`src/rtl/sram_access_controller.sv`:
```
// Purpose: splits 32-bit MEM-stage loads/stores into two 16-bit async SRAM accesses (low half, then high half).
// Latency: 1 + 2*(WAIT_CYCLES+1) + 1 cycles from request to ready=1; read_data is registered.
// Backpressure: ready drops as soon as a request is seen in IDLE and rises for one cycle in DONE; the pipeline freezes on ~ready.
module sram_access_controller #(
   parameter int unsigned WAIT_CYCLES = 1,
   parameter logic [31:0] ADDR_BASE   = 32'd1024
) (
   input  logic        clk,
   input  logic        rst,
   input  logic        rd_en,
   input  logic        wr_en,
   input  logic [31:0] address,
   input  logic [31:0] write_data,
   output logic [31:0] read_data,
   output logic        ready,
   output logic [17:0] SRAM_ADDR,
   output logic        SRAM_WE_N,
   output logic [15:0] SRAM_DQ_out,
   output logic        SRAM_DQ_oe,
   input  logic [15:0] SRAM_DQ_in
);

   typedef enum logic [1:0] {
      S_IDLE = 2'd0,
      S_LOW  = 2'd1,
      S_HIGH = 2'd2,
      S_DONE = 2'd3
   } state_t;

   // Counter is 3 bits wide, enough for the full 0..7 wait range.
   localparam logic [2:0] LP_WAIT = 3'(WAIT_CYCLES);

   state_t      r_state;
   state_t      w_next_state;
   logic [2:0]  r_counter;
   logic        r_is_write;
   logic [31:0] r_addr;
   logic [31:0] r_wdata;
   logic [31:0] r_read_data;

   logic        w_req;
   logic        w_phase_done;
   logic [31:0] w_offset;
   logic [16:0] w_hw_idx;

   assign w_req        = rd_en | wr_en;
   assign w_phase_done = (r_counter == LP_WAIT);

   // Offset wraps modulo 2^32; the two low byte-offset bits are dropped
   // and bit 0 of the SRAM address selects the half-word.
   assign w_offset = r_addr - ADDR_BASE;
   assign w_hw_idx = 17'(w_offset >> 2);

   // State register; reset aborts any access in flight.
   always_ff @(posedge clk or posedge rst) begin
      if (rst) begin
         r_state <= S_IDLE;
      end else begin
         r_state <= w_next_state;
      end
   end

   // Next-state: each half-word phase holds for WAIT_CYCLES+1 cycles.
   always_comb begin
      w_next_state = r_state;
      case (r_state)
         S_IDLE:  if (w_req)        w_next_state = S_LOW;
         S_LOW:   if (w_phase_done) w_next_state = S_HIGH;
         S_HIGH:  if (w_phase_done) w_next_state = S_DONE;
         S_DONE:                    w_next_state = S_IDLE;
         default:                   w_next_state = S_IDLE;
      endcase
   end

   // Request latch and phase counter; inputs are only sampled in IDLE.
   always_ff @(posedge clk or posedge rst) begin
      if (rst) begin
         r_counter  <= 3'd0;
         r_is_write <= 1'b0;
         r_addr     <= 32'd0;
         r_wdata    <= 32'd0;
      end else begin
         case (r_state)
            S_IDLE: begin
               r_counter <= 3'd0;
               if (w_req) begin
                  // A simultaneous read and write request is served as a write.
                  r_is_write <= wr_en;
                  r_addr     <= address;
                  r_wdata    <= write_data;
               end
            end
            S_LOW, S_HIGH: begin
               if (w_phase_done) r_counter <= 3'd0;
               else              r_counter <= r_counter + 3'd1;
            end
            default: r_counter <= 3'd0;
         endcase
      end
   end

   // Load capture at the last cycle of each read phase; writes never touch it.
   always_ff @(posedge clk or posedge rst) begin
      if (rst) begin
         r_read_data <= 32'd0;
      end else if (!r_is_write && w_phase_done) begin
         if (r_state == S_LOW)  r_read_data[15:0]  <= SRAM_DQ_in;
         if (r_state == S_HIGH) r_read_data[31:16] <= SRAM_DQ_in;
      end
   end

   // SRAM pin drive, decoded from the registered state so reset takes effect at once.
   always_comb begin
      SRAM_ADDR   = 18'd0;
      SRAM_WE_N   = 1'b1;
      SRAM_DQ_oe  = 1'b0;
      SRAM_DQ_out = 16'd0;
      case (r_state)
         S_LOW: begin
            SRAM_ADDR = {w_hw_idx, 1'b0};
            if (r_is_write) begin
               SRAM_WE_N   = 1'b0;
               SRAM_DQ_oe  = 1'b1;
               SRAM_DQ_out = r_wdata[15:0];
            end
         end
         S_HIGH: begin
            SRAM_ADDR = {w_hw_idx, 1'b1};
            if (r_is_write) begin
               SRAM_WE_N   = 1'b0;
               SRAM_DQ_oe  = 1'b1;
               SRAM_DQ_out = r_wdata[31:16];
            end
         end
         default: ;
      endcase
   end

   assign ready     = ((r_state == S_IDLE) && !w_req) || (r_state == S_DONE);
   assign read_data = r_read_data;

endmodule

```
`config.mk`:
```
export PLATFORM = sky130hd
export DESIGN_NAME = sram_access_controller
export DESIGN_NICKNAME = d
export VERILOG_FILES = /design/src/rtl/sram_access_controller.sv
export SDC_FILE = /design/constraint.sdc
export NUM_CORES = 1
export LEC_CHECK = 0
export ABC_AREA = 1
export CORE_MARGIN = 2
export CORE_UTILIZATION = 40
export DETAILED_ROUTE_END_ITERATION = 16
export PLACE_DENSITY = 0.83
export SYNTH_ARGS = -nofsm -noshare
export SYNTH_HDL_FRONTEND = slang
export SYNTH_SLANG_ARGS = --single-unit
```
`constraint.sdc`:
```
create_clock -name clk -period 2.5 [get_ports clk]
set_input_delay 0.25 -clock clk [delete_from_list [all_inputs] [get_ports clk]]
set_output_delay 0.25 -clock clk [all_outputs]
set_load 0.05 [all_outputs]
```
==> Word level (Yosys, flattened, before mapping) <==
Cells that the tools add are included.
{ "op_classes": {"eq_ne": 7, "n_addsub": 2, "n_reduce_logical": 11, "muxes": 14, "bitwise_logic": 1} }
{ "ops": {"columns": ["operator", "count"], "rows": [
  ["case mux 18 bit (2 select lines)", 1],
  ["two-way mux 16 bit", 2],
  ["case mux 16 bit (2 select lines)", 1],
  ["subtractor 19 x 11 -> 19 bit, second input constant", 1],
  ["case mux 2 bit (4 select lines)", 1],
  ["two-way mux 2 bit", 3],
  ["two-way mux 3 bit", 2],
  ["!= test 2 bit, second input constant", 3],
  ["AND reduction 2 bit", 3],
  ["== test 2 bit, second input constant", 2],
  ["two-way mux 1 bit", 4],
  ["adder 3 x 1 -> 3 bit, second input constant", 1],
  ["== test 3 x 1 -> 1 bit, second input constant", 1],
  ["AND reduction 3 bit", 1],
  ["== test 2 x 1 -> 1 bit, second input constant", 1],
  ["logical AND 1 bit", 2],
  ["logical NOT 1 bit", 2],
  ["logical NOT 2 bit", 1],
  ["OR reduction 2 bit", 1],
  ["logical OR 1 bit", 1],
  ["bitwise OR 1 bit", 1]
]} }
{ "totals": {"in_bits": 84, "regBits": 89} }

==> Logic depth before layout (Yosys ltp) <==
{ "logic_depth": {"word_depth": 4, "ltp_mapped": 8, "ltp_nobuf": 8} }

==> Worst setup path before layout <==
OpenSTA, ideal clock, no wires.
{ "synth_timing": {"path_type": "reg-to-output", "startpoint": "register r_state[0]", "endpoint": "output port SRAM_ADDR[10]", "arrival_time_ns": 2.264, "path_stages_with_launch": 9, "slack_ns": -0.014, "required_ns": 2.250, "path_cell_list": "dfrtp_1 inv_1 ha_1 buf_6 inv_4 a21oi_4 inv_1 buf_2 nor2_1"} }
{ "synth_between": {"elab_chain_cells": 2, "elab_cells_between_ends": 3} }
{ "synth_rtl": {"columns": ["item", "line", "text"], "rows": [
  ["start: declaration", "33", "state_t r_state;"],
  ["start signal: assignment", "59", "r_state <= w_next_state;"],
  ["== test 2 bit or == test 2 x 1 -> 1 bit (tied branches)", "118", "case (r_state)"],
  ["case mux 18 bit (2 select lines) *", "118", null],
  ["end: declaration", "16", "output logic [17:0] SRAM_ADDR,"]
]} }
Mark *: on every way between the ends. The rest lies on a longest branch, timed or not.

==> Worst setup path in the final report <==
{ "layout_timing": {"startpoint": "register r_state[0]", "endpoint": "output port SRAM_ADDR[11]"} }
Same word-level chain as after synthesis.

==> reports/metrics.cfg <==
[placed_design]
pre_cts_slack_ns=0.378
dpl.hpwl_mm=7.33
port_buffers=137
gp_congestion=0.785
post_dp_cell_area_sq_um=5760
placed_cells=749

[critical_path]
cp_max_fo=6
crit_arrival_ns=2.12
reg2reg_from=r_state[0]
critical_path_class=flop to output port
rr_endpoint=read_data[22]
worst_setup_path_end_kind=output port
crit_required_ns=2.25
ff2ff_path_depth=6
cp-start-kind=flop
r2r_slack_ns=0.82

[routing]
firstDrtPassIters=4
vias_per_cell=4.66
wl_per_cell_um=13.2
vias=3585
ant_nets=0
routed_wl_mm=10.2
drt_iter0_markers=155
drc_errors=0

[grt]
antenna_found_initial=0
gr-total-overflow=0
grt_pass1_wl_mm=16.5
gr-usage-all-layers_pct=19.8
grt_pass1_vias=3628
grt_start_max_net_pins=57

[synth]
synth_cells=493
netlist_area_sq_um=3960
ys.flop_type=dfrtp_1
async_flop_share_pct=100
avgSynthCellArea_sq_um=8.02
synth-edff-count=0
ys_warn_count=0
synth-seq-cells=87
synth.distinct_cells=22
synth_seq_area_share_pct=55.0
synth_nets=582

[finish]
drive_gt1_share_pct=14.6
nNetsFinal=721
final_area_sq_um=6060
finalNonFillerCells=770
layout_commonest_cell=nand2_1
antenna_cells=0
area_growth_pct=53.3
nFillCells=799
final_cell_mix=nand2_1, clkdlybuf4s50_1, dfrtp_1
utilization_pct=62.6

[cts]
cts_tree=built
insertion_delay_ns=0.35
cts_root_buf=clkbuf_8
clkTransAtPathRegs_ns=0.09
cts_sinks=87
numCtsBuffers=9
cts_buffer_depth=2
ctsHoldBuffers=0
cts_max_level=3

[sta]
fin_skew_ns=0.0118
fin_crit_sh_pct=94.8
rsz0062_at_grt=false
relSlewSlack_pct=53.3
finalWorstSetupSlack_ns=0.131
maxSlewViolCount=0
finalCriticalPeriod_ns=2.37
timing.final.hold_violations=0
max_freq_ghz=0.422
setup_viol=0
tightest_slew_ns=0.701

[floorplan]
rows=36
dieArea_sq_um=10700
io_pins=153
coreArea_sq_um=9680
initial_core_util_pct=40.8
die_w_um=103
fp.dieH_um=103

[pwr]
powerDensity_nw_per_um2=1530
peakVddDrop_mv=0.968
power_w=0.00926
cellLeakagePower_nw=2.87

[worst_hold_path]
min_path_type=input pin to async pin

[run]
drv_cap=0

[outcome]
status=complete, no violations

worst max path at each step:
stage,startpoint,endpoint,slack [ns],cells past startpoint
3_5_place_dp,r_state[1],SRAM_ADDR[11],0.38,7
5_1_grt,r_state[0],SRAM_ADDR[11],0.006,7
2_1_floorplan,r_state[0],SRAM_ADDR[10],-0.01,8
3_3_place_gp,wr_en,ready,0.41,5
6_report,r_state[0],SRAM_ADDR[11],0.13,7
4_1_cts,r_state[1],SRAM_ADDR[10],0.02,7
flip-flops by register name, summed over array words and instances, names as in the netlist:
name / cells
r_addr: 17
r_counter: 3
r_is_write: 1
r_state: 2
r_wdata: 32
read_data: 32
synthesized netlist by cell type (4+ instances only):
cell type  count  area (sq um)
buf_6          4          45.0
buf_4          6          45.0
dfrtp_1       87          2180
clkbuf_1       4          15.0
inv_1         27           101
buf_2          6          30.0
nand2_1      266           998
nand3_1        8          40.0
nor2_1        22          82.6
a21oi_1       22           110
ha_1           5          62.6
inv_2          4          15.0
o21ai_0       20           100
logic make-up after synthesis:
kind of cell    Yosys count  synth area share, %
flops                    87                 55.0
simple gates            304                 30.7
fa+ha+maj                 5                 1.58
buf+inv                  52                 6.52
xor+xnor                  1                0.221
compound gates           44                 5.95
report_power, final:
| group | leakage (nW) | switching [W] | internal, W |
|---|---|---|---|
| Clock | 0.104 | 0.000489 | 0.000566 |
| Combinational | 1.70 | 0.00368 | 0.00205 |
| Sequential | 1.07 | 0.000375 | 0.00210 |
stage by stage:
| step | setup TNS (ns) | hold slack [ns] |
|---|---|---|
| after detailed placement | 0 | 0.459 |
| after global placement | 0 | 0.454 |
| after floorplan | -0.139 | 0.360 |
| after global routing | 0 | 0.393 |
| final | 0 | 0.349 |
| after CTS | 0 | 0.365 |
critical path, cell delays in order, from the launching register on:
cell	delay (ns)
dfrtp_1	0.41
inv_2	0.08
ha_4	0.28
inv_1	0.08
a21oi_4	0.27
clkinvlp_4	0.29
a21oi_4	0.20
buf_12	0.15
cell type report:
type	instances	area (sq um)	area share (%)
clock inverters	5	81.3	1.34
repair buffers	147	1780	29.4
repair inverters	1	7.51	0.124
flip-flops and latches	87	2180	35.9
multi-input cells	354	1590	26.2
clock buffers	11	131	2.17
well taps	133	166	2.74
inverters	32	130	2.15
layer usage:
metal  global-route usage, %  wire length, um
met5                       0                0
met4                    5.26               68
met3                    4.57              684
met2                    34.4             5100
met1                    25.0             4310
timing repair:
action | 4_1_cts | 5_1_grt
setup endpoints to repair | 1 | 11
resized for setup | 1 | 16
setup buffers | 0 | 4
gates cloned | 0 | 1
No activity file was read; power rests on OpenSTA's default activity.
